`config.mk`:
```
export PLATFORM = sky130hd
export DESIGN_NAME = onewire_sequencer
export DESIGN_NICKNAME = d
export VERILOG_FILES = /design/src/rtl/onewire_pkg.sv /design/src/rtl/onewire_tick.sv /design/src/rtl/onewire_sequencer.sv
export SDC_FILE = /design/constraint.sdc
export NUM_CORES = 1
export LEC_CHECK = 0
export BUFFER_PORTS_ARGS = -buffer_cell sky130_fd_sc_hd__buf_2
export CAP_MARGIN = 0
export CORE_MARGIN = 2
export CORE_UTILIZATION = 40
export DETAILED_ROUTE_END_ITERATION = 6
export GPL_TIMING_DRIVEN = 0
export PLACE_DENSITY_LB_ADDON = 0.2
export SETUP_SLACK_MARGIN = 0.02
export SLEW_MARGIN = 5
export SYNTH_ARGS = -nofsm -noshare
export SYNTH_HDL_FRONTEND = slang
export SYNTH_SLANG_ARGS = --single-unit
```
`constraint.sdc`:
```
create_clock -name clk -period 2.7 [get_ports clk]
set_input_delay 0 -clock clk [delete_from_list [all_inputs] [get_ports clk]]
set_output_delay 0 -clock clk [all_outputs]
set_load 0.01 [all_outputs]
```
`src/rtl/onewire_pkg.sv`:
```
// Shared types and standard-speed 1-wire timing constants (in microsecond ticks)
// for the onewire sequencer.
package onewire_pkg;

    typedef enum logic [1:0] {
        CMD_RESET = 2'd0,
        CMD_BYTE  = 2'd1,
        CMD_BIT   = 2'd2,
        CMD_NOP   = 2'd3
    } cmd_typ_t;

    typedef enum logic [1:0] {
        IDLE = 2'd0,
        RST  = 2'd1,
        SLOT = 2'd2,
        DONE = 2'd3
    } state_t;

    localparam logic [9:0] T_RST_LOW = 10'd480;
    localparam logic [9:0] T_RST_SMP = 10'd550;
    localparam logic [9:0] T_RST_END = 10'd960;
    localparam logic [9:0] T_W1_LOW  = 10'd6;
    localparam logic [9:0] T_W0_LOW  = 10'd60;
    localparam logic [9:0] T_SMP     = 10'd15;
    localparam logic [9:0] T_SLOT    = 10'd70;

endpackage

```
`src/rtl/onewire_tick.sv`:
```
// Microsecond prescaler: one-cycle tick every CDR clocks, restartable by a
// synchronous clear so ticks stay aligned to command acceptance.
module onewire_tick #(
    parameter int CDR = 50
) (
    input  logic clk,
    input  logic rst_n,
    input  logic clr,
    output logic tick
);

    localparam int W = $clog2(CDR);
    localparam logic [W-1:0] LAST = W'(CDR - 1);

    logic [W-1:0] cnt;

    assign tick = (cnt == LAST);

    always_ff @(posedge clk or negedge rst_n) begin
        if (!rst_n) begin
            cnt <= '0;
        end else if (clr || tick) begin
            cnt <= '0;
        end else begin
            cnt <= cnt + 1'b1;
        end
    end

endmodule

```
`src/rtl/onewire_sequencer.sv`:
```
// 1-wire bus master: runs RESET/BYTE/BIT/NOP commands as reset-presence and
// read/write time slots on an open-drain line, returning presence or read data.
module onewire_sequencer
    import onewire_pkg::*;
#(
    parameter int CDR = 50
) (
    input  logic       clk,
    input  logic       rst_n,
    // Command: accepted on any cycle with cmd_valid && cmd_ready; cmd_ready is
    // high only in IDLE. Response: rsp_valid is a one-cycle pulse, no backpressure.
    input  logic       cmd_valid,
    output logic       cmd_ready,
    input  logic [1:0] cmd_typ,
    input  logic [7:0] cmd_dat,
    output logic       rsp_valid,
    output logic [7:0] rsp_dat,
    output logic       rsp_prs,
    output logic       owr_oe,
    input  logic       owr_i,
    output state_t     dbg_state
);

    state_t     state, state_next;
    cmd_typ_t   typ_q, typ_next;
    logic [9:0] ph, ph_next;
    logic [2:0] bcnt, bcnt_next;
    logic [7:0] sh, sh_next;
    logic [7:0] acc, acc_next;
    logic [7:0] rsp_dat_next;
    logic       rx, rx_next;
    logic       prs_smp, prs_next;
    logic       rsp_prs_next;
    logic       oe_next;
    logic       clr;
    logic       tick;
    logic [1:0] sync;
    logic       owr_s;

    onewire_tick #(.CDR(CDR)) u_tick (
        .clk   (clk),
        .rst_n (rst_n),
        .clr   (clr),
        .tick  (tick)
    );

    // The line idles high through the pull-up, so the synchronizer resets to 1.
    always_ff @(posedge clk or negedge rst_n) begin
        if (!rst_n) sync <= 2'b11;
        else        sync <= {sync[0], owr_i};
    end
    assign owr_s = sync[1];

    assign cmd_ready = (state == IDLE);
    assign rsp_valid = (state == DONE);
    assign dbg_state = state;

    always_comb begin
        state_next   = state;
        typ_next     = typ_q;
        ph_next      = ph;
        bcnt_next    = bcnt;
        sh_next      = sh;
        acc_next     = acc;
        rx_next      = rx;
        prs_next     = prs_smp;
        rsp_dat_next = rsp_dat;
        rsp_prs_next = rsp_prs;
        clr          = 1'b0;
        oe_next      = 1'b0;

        unique case (state)
            IDLE: begin
                if (cmd_valid) begin
                    clr      = 1'b1;
                    ph_next  = '0;
                    typ_next = cmd_typ_t'(cmd_typ);
                    acc_next = '0;
                    prs_next = 1'b0;
                    sh_next  = cmd_dat;
                    unique case (cmd_typ_t'(cmd_typ))
                        CMD_RESET: state_next = RST;
                        CMD_BYTE: begin
                            state_next = SLOT;
                            bcnt_next  = 3'd7;
                        end
                        CMD_BIT: begin
                            state_next = SLOT;
                            bcnt_next  = 3'd0;
                        end
                        default: begin
                            state_next   = DONE;
                            rsp_dat_next = '0;
                            rsp_prs_next = 1'b0;
                        end
                    endcase
                end
            end
            RST: begin
                if (tick) begin
                    ph_next = ph + 10'd1;
                    if (ph == T_RST_SMP - 10'd1) prs_next = !owr_s;
                    if (ph == T_RST_END - 10'd1) begin
                        state_next   = DONE;
                        rsp_dat_next = '0;
                        rsp_prs_next = prs_smp;
                    end
                end
            end
            SLOT: begin
                if (tick) begin
                    ph_next = ph + 10'd1;
                    // A write-0 slot forces rx low without looking at the line.
                    if (ph == T_SMP - 10'd1) rx_next = sh[0] & owr_s;
                    if (ph == T_SLOT - 10'd1) begin
                        ph_next  = '0;
                        acc_next = {rx, acc[7:1]};
                        sh_next  = sh >> 1;
                        if (bcnt == 3'd0) begin
                            state_next   = DONE;
                            rsp_prs_next = 1'b0;
                            rsp_dat_next = (typ_q == CMD_BIT) ? {7'b0, rx} : {rx, acc[7:1]};
                        end else begin
                            bcnt_next = bcnt - 3'd1;
                        end
                    end
                end
            end
            default: state_next = IDLE;
        endcase

        // Drive level for the coming cycle, so owr_oe edges fall on tick boundaries.
        unique case (state_next)
            RST:     oe_next = (ph_next < T_RST_LOW);
            SLOT:    oe_next = (ph_next < (sh_next[0] ? T_W1_LOW : T_W0_LOW));
            default: oe_next = 1'b0;
        endcase
    end

    always_ff @(posedge clk or negedge rst_n) begin
        if (!rst_n) begin
            state   <= IDLE;
            typ_q   <= CMD_RESET;
            ph      <= '0;
            bcnt    <= '0;
            sh      <= '0;
            acc     <= '0;
            rx      <= 1'b0;
            prs_smp <= 1'b0;
            rsp_dat <= '0;
            rsp_prs <= 1'b0;
            owr_oe  <= 1'b0;
        end else begin
            state   <= state_next;
            typ_q   <= typ_next;
            ph      <= ph_next;
            bcnt    <= bcnt_next;
            sh      <= sh_next;
            acc     <= acc_next;
            rx      <= rx_next;
            prs_smp <= prs_next;
            rsp_dat <= rsp_dat_next;
            rsp_prs <= rsp_prs_next;
            owr_oe  <= oe_next;
        end
    end

endmodule

```
* Word-level counts from Yosys, hierarchy flattened
Index checks and enable logic that the tools add are counted.
** Operators by class
- $add $sub $neg :: 3
- Bitwise logic cells :: 1
- Reduce and logical (&&, ||, !) cells :: 16
- Mux-type cells :: 53
- Magnitude comparators :: 2
- Equal/unequal tests :: 23
** Operators by type and width (number)
- $mux W8 :: 14
- $mux W10 :: 4
- $pmux W8 S2 :: 2
- $pmux W10 S3 :: 1
- $pmux W8 S3 :: 1
- $eq A10 B10 Y1 const B :: 2
- $ne A2 B2 Y1 const B :: 7
- $mux W1 :: 12
- $mux W2 :: 6
- $mux W3 :: 4
- $mux W6 :: 2
- $pmux W3 S2 :: 2
- $add A10 B1 Y10 const B :: 1
- $eq A10 B4 Y1 const B :: 1
- $eq A10 B7 Y1 const B :: 1
- $eq A2 B2 Y1 const B :: 5
- $lt A10 B6 Y1 :: 1
- $lt A10 B9 Y1 const B :: 1
- $reduce_and A4 Y1 :: 2
- $reduce_and A8 Y1 :: 1
- $add A6 B1 Y6 const B :: 1
- $eq A2 B1 Y1 const B :: 3
- $eq A6 B6 Y1 const B :: 1
- $pmux W2 S3 :: 1
- 18 further kinds :: 22
** Word-level totals
- Register bits after elaboration :: 53
- Output and inout port bits :: 14
- Word-level logic and storage cells :: 112
- Input port bits :: 14

* Depth between registers and ports, before layout
- Depth after elaboration :: 7
- Depth in mapped cells :: 14

* Hierarchy
A second synthesis with hierarchy kept.
** Unflattened totals
- Cells, all modules :: 304
- Area total of the unflattened synthesis :: 2897.8 um2
** Modules (own cells, without submodules)
- onewire_sequencer :: area an instance 2616.3 um2, seq. area each 1153.6 um2, cells each 278, times used 1
- onewire_tick :: area an instance 281.5 um2, seq. area each 150.1 um2, cells each 26, times used 1

* Worst setup path after synthesis
Ideal clock, no wire load.
- Path type :: reg-to-reg
- From :: register ph[7]
- To :: register owr_oe
- Data required time :: 2.606 ns
- Arrival time :: 2.822 ns
- Stages on the path, launching flop included :: 13
- Path slack :: -0.216 ns
- Clock period less this slack :: 2.916 ns
- Path through :: dfrtp_1 -> or3_1 -> or4_1 -> buf_2 -> a21oi_2 -> nor2_1 -> o21ai_0 -> o21ai_0 -> ha_1 -> a21o_1 -> a21oi_1 -> nand4_1 -> a211oi_1
** RTL lines
- start: declaration :: RTL line onewire_sequencer.sv:26 : logic [9:0] ph, ph_next;
- start signal: assignment :: RTL line onewire_sequencer.sv:156 : ph <= ph_next;
- $eq A10 B7 Y1 (*) :: RTL line onewire_sequencer.sv:115 : if (ph == T_SLOT - 10'd1) begin
- $mux W10 (*) :: RTL line onewire_sequencer.sv:115
- $mux W10 (*) :: RTL line onewire_sequencer.sv:111 : if (tick) begin
- $pmux W10 S3 (*) :: RTL line onewire_sequencer.sv:72 : unique case (state)
- via ph_next[4] :: RTL line onewire_sequencer.sv:26
- $lt A10 B6 Y1 / $lt A10 B9 Y1 (equally long branches) :: RTL line onewire_sequencer.sv:135, onewire_sequencer.sv:134
- $pmux W1 S2 (*) :: RTL line onewire_sequencer.sv:133 : unique case (state_next)
- via oe_next :: RTL line onewire_sequencer.sv:34 : logic oe_next;
- end signal: assignment :: RTL line onewire_sequencer.sv:164 : owr_oe <= oe_next;
- end: declaration :: RTL line onewire_sequencer.sv:19 : output logic owr_oe,
The timed path passes the listed nets; every way through them passes the cells marked *. The select of a mux whose other input is x is not followed.
A chain may end at the register's enable or synchronous reset.

* Worst setup path in the final report
- From :: register u_tick.cnt[2]
- To :: register owr_oe
** RTL lines
- start: declaration :: RTL line onewire_tick.sv:15 : logic [W-1:0] cnt;
- start signal: assignment :: RTL line onewire_tick.sv:25 : cnt <= cnt + 1'b1;
- $eq A6 B6 Y1 (*) :: RTL line onewire_tick.sv:17 : assign tick = (cnt == LAST);
- $mux W10, on equally long branches :: RTL line onewire_sequencer.sv:111, onewire_sequencer.sv:100
- $pmux W10 S3 (*) :: RTL line onewire_sequencer.sv:72
- via ph_next[3] :: RTL line onewire_sequencer.sv:26
- $lt A10 B6 Y1 / $lt A10 B9 Y1 (equally long branches) :: RTL line onewire_sequencer.sv:135, onewire_sequencer.sv:134
- $pmux W1 S2 (*) :: RTL line onewire_sequencer.sv:133
- via oe_next :: RTL line onewire_sequencer.sv:34
Marks and branches as above.

==> out/results.tsv <==
stage	metric	value	unit
yosys	ys flop type	dfrtp_1	
sta	min cycle time layout	2990	ps
yosys	mux cell area share after synthesis	2.65	%
floorplan	Die Footprint	0.00766	mm²
cts	Clock Sinks	52	
global_route	largest net degree at the start of global routing	53	
cts	clk slew on worst S/H paths	100	ps
pwr	Comb power frac	46.9	%
pwr	sequential share of power	36.9	%
floorplan	die height	87.5	µm
pwr	Int Pwr	1.72	mW
place	DP Area	0.00304	mm²
cts	Max H-tree Level	2	
cells_and_area	layout cells sized above 1	22.8	%
pwr	maximum VDD drop	0.352	mV
pwr	Clock power frac	16.1	%
yosys	simple-gate portion of the synthesized area	20.3	%
pwr	pwr dens	852	mW/mm²
critical_path	worst reg2reg startpoint	u_tick.cnt[2]$_DFF_PN0_	
drt	initial DRC count	167	
cells_and_area	Syn-to-layout area delta	22.7	%
yosys	Synth Register Bits	52	
global_route	grt ovf	0	
drt	routed wire length	6210	µm
critical_path	Crit Path Max Fanout	5	
yosys	Post-Synthesis Cells	301	
cells_and_area	NumNets Final	384	
place	RD Place Congestion	0.834	
drt	DR pass1 iterations	4	
cells_and_area	final instance area	0.00342	mm²
global_route	vias in the first global route	2193	
sta	count of pins over their slew limit	0	
sta	worst-margin pin slew	1110	ps
floorplan	Die Wd	87.5	µm
yosys	Synth top area share	44.9	%
floorplan	Initial Util	41.3	%
hold_path	HP Class	in -> reg	
pwr	sw frac	41.0	%
place	Port Buf Inserts	26	
cells_and_area	Filler cells	646	
critical_path	CP Data Arrival Time	3220	ps
drt	vias per cell	5.33	
yosys	Compound-Gate Fraction of Synth Area	16.3	%
drt	Via Count	2318	
yosys	synth cell count leaders	dfrtp_1, nand2_1, inv_1, o21ai_0, nor2_1	
floorplan	I/O pin count	28	
cts	worst skew pair latency	320	ps
sta	period utilization	111	%
yosys	Post-synth ARST share	100	%
floorplan	Core Region	0.00676	mm²
sta	slew margin rel.	25.8	%
place	dpl cells	407	
floorplan	Std-Cell Rows	30	
yosys	synthesized area per cell	9.27	µm²
yosys	top-count cell post-synth	dfrtp_1	
yosys	Yosys top cell by area	dfrtp_1	
yosys	xor/xnor share of the synthesized area	1.88	%
run	max_cap viols	0	
global_route	GRT Total Usage	16.9	%
run_status	failing checks	negative setup slack	
yosys	Ys Warns	0	
critical_path	crit path from	u_tick.cnt[2]$_DFF_PN0_	
yosys	post-synthesis adder-cell area fraction	7.18	%
sta	setup ws final	-289	ps
sta	fmax	335	MHz
critical_path	Crit Path Class	reg -> reg	
cts	CTS tree	yes	
cells_and_area	ANT cells	0	
yosys	Synth Net Count	331	
critical_path	CP required	2930	ps
drt	post-route ant nets	0	
cts	Root Driver	clkbuf_8	
yosys	main combinational cell family by area after synthesis	simple AND/OR/NAND/NOR gates	
cells_and_area	fin cells	435	
run_status	status	complete, but fails checks	
pwr	Net Sw Power	1.20	mW
global_route	initial antenna violation count	0	
cts	worst-case clock buffer depth	2	
yosys	top cells by area, synth	dfrtp_1, ha_1, nand2_1, o21ai_0, inv_1	
pwr	Pwr Total	2.92	mW
pwr	Leak	1.55	nW
sta	unrepaired setup endpoints after global routing	true	
yosys	Netlist cell types	48	
global_route	first-pass GRT wire length	10200	µm
sta	final setup fails	1	
yosys	Syn Std Cell Area	0.00279	mm²
sta	Layout Skew	15.0	ps
yosys	sequential-to-total area share from yosys stat	46.7	%
place	Final HPWL DP	4370	µm
critical_path	element type at the critical path end	flip-flop	
sta	Final Hold Viols	0	
drt	routed len/inst	14.3	µm
cts	CTS Buf Count	5	
hold_path	hold path start	cmd_dat[0]	
yosys	Post-synth EDFFs	0	
drt	# DRC	0	
critical_path	Worst setup SP type	flip-flop	
-- through the flow --
stage          hold WS [ps]  worst slack, ps  TNS, ps  utilization (%)
2_1_floorplan          -296             -128     -128                -
3_3_place_gp            114             -499     -499             44.9
3_5_place_dp            111             -520     -520             44.9
4_1_cts                 200             -240     -240             49.4
5_1_grt                 265             -453     -683             50.7
6_report                226             -289     -289             50.7
-- flip-flops by register name (all words and copies together), names as in the netlist --
| signal | count |
|---|---|
| ph | 10 |
| rsp_dat | 8 |
| sh | 8 |
| acc | 7 |
| u_tick.cnt | 6 |
| bcnt | 3 |
| dbg_state | 2 |
| sync | 2 |
| typ_q | 2 |
| owr_oe | 1 |
| prs_smp | 1 |
| rsp_prs | 1 |
| rx | 1 |
-- worst paths after layout --
check | depth (start not counted) | to | slack, ps
setup / recovery | 12 | owr_oe$_DFF_PN0_ | -290
hold / removal | 5 | sh[0]$_DFF_PN0_ | 230
setup reg to reg | 12 | owr_oe$_DFF_PN0_ | -290
hold reg to reg | 0 | sync[1]$_DFF_PN1_ | 360
max in group asynchronous | 2 | ph[0]$_DFFE_PN0P_ | 1520
min in group asynchronous | 2 | rsp_dat[7]$_DFFE_PN0P_ | 430
-- routing by layer --
| layer | wire length, µm | vias to the layer above | share of wire, % | track usage (%) |
|---|---|---|---|---|
| met4 | 76 | 0 | 1.2 | 4.90 |
| met5 | 0 | - | 0 | 0 |
| met3 | 256 | 8 | 4.1 | 3.22 |
| met1 | 2730 | 1096 | 44 | 22.2 |
| met2 | 3150 | 57 | 51 | 28.4 |
| li1 | - | 1157 | - | - |
-- kinds of logic after synthesis --
family / Yosys count
simple gates: 116
compound gates: 68
flops: 52
buf+inv: 36
fa+ha+maj: 16
mux: 7
xor+xnor: 6
-- power by group through the flow --
| stage | Clock (mW) | Sequential (mW) | Combinational, mW |
|---|---|---|---|
| 2_1_floorplan | 0 | 1.06 | 0.839 |
| 3_3_place_gp | 0 | 1.08 | 1.13 |
| 3_5_place_dp | 0 | 1.08 | 1.15 |
| 4_1_cts | 0.483 | 1.08 | 1.25 |
| 5_1_grt | 0.507 | 1.10 | 1.53 |
| 6_report | 0.471 | 1.08 | 1.37 |
-- cells in the final DEF, fill, tap and decap left out, drive strengths merged, types with 2 or more instances in the layout --
cell type | Yosys | final
nor2 | 20 | 20
nand2b | 2 | 2
a211oi | 3 | 3
dlygate4sd3 | 0 | 11
a222oi | 6 | 6
a22o | 2 | 2
or3 | 3 | 3
xor2 | 3 | 3
nand2 | 48 | 48
nor2b | 8 | 8
or2 | 4 | 4
a21o | 5 | 5
clkinvlp | 0 | 2
o22ai | 3 | 3
nor3b | 2 | 2
clkbuf | 11 | 15
inv | 22 | 23
o31ai | 5 | 5
mux2i | 4 | 4
dfrtp | 50 | 50
dfstp | 2 | 2
nand4 | 2 | 2
a32oi | 2 | 2
nand3 | 7 | 7
ha | 16 | 16
a21oi | 9 | 9
or4 | 2 | 2
mux2 | 3 | 3
nor3 | 7 | 7
o211ai | 2 | 2
xnor2 | 3 | 3
buf | 3 | 39
nand4b | 3 | 3
o21ai | 25 | 25
nor4 | 3 | 3
-- critical path, stage by stage (launching register included) --
cell and delay, ps:
dfrtp_1 390, or3b_4 430, or4_4 600, a21oi_4 240, buf_6 120, nor2_1 40, o21ai_2 150, o41ai_4 120
ha_4 230, and3_4 140, o211ai_1 100, nand4_1 140, a211oi_2 230
-- area by class of cell --
cell class | count | area (µm²) | area share, %
Tap cell | 80 | 100 | 2.92
Sequential cell | 52 | 1310 | 38.1
Clock inverter | 3 | 26.3 | 0.768
Clock buffer | 5 | 68.8 | 2.01
Multi-Input combinational cell | 213 | 1460 | 42.7
Timing Repair Buffer | 48 | 327 | 9.54
Inverter | 22 | 82.6 | 2.41
Buffer | 12 | 51.3 | 1.50
-- what timing repair did --
item / CTS / global route
endpoints found under the hold margin: 60 / 0
resized for setup: 12 / 15
pin swaps: 10 / 11
setup buffers: 6 / 5
hold buffers: 11 / 0
endpoints found under the setup margin: 1 / 18
Power figures use the tool's default switching activity.
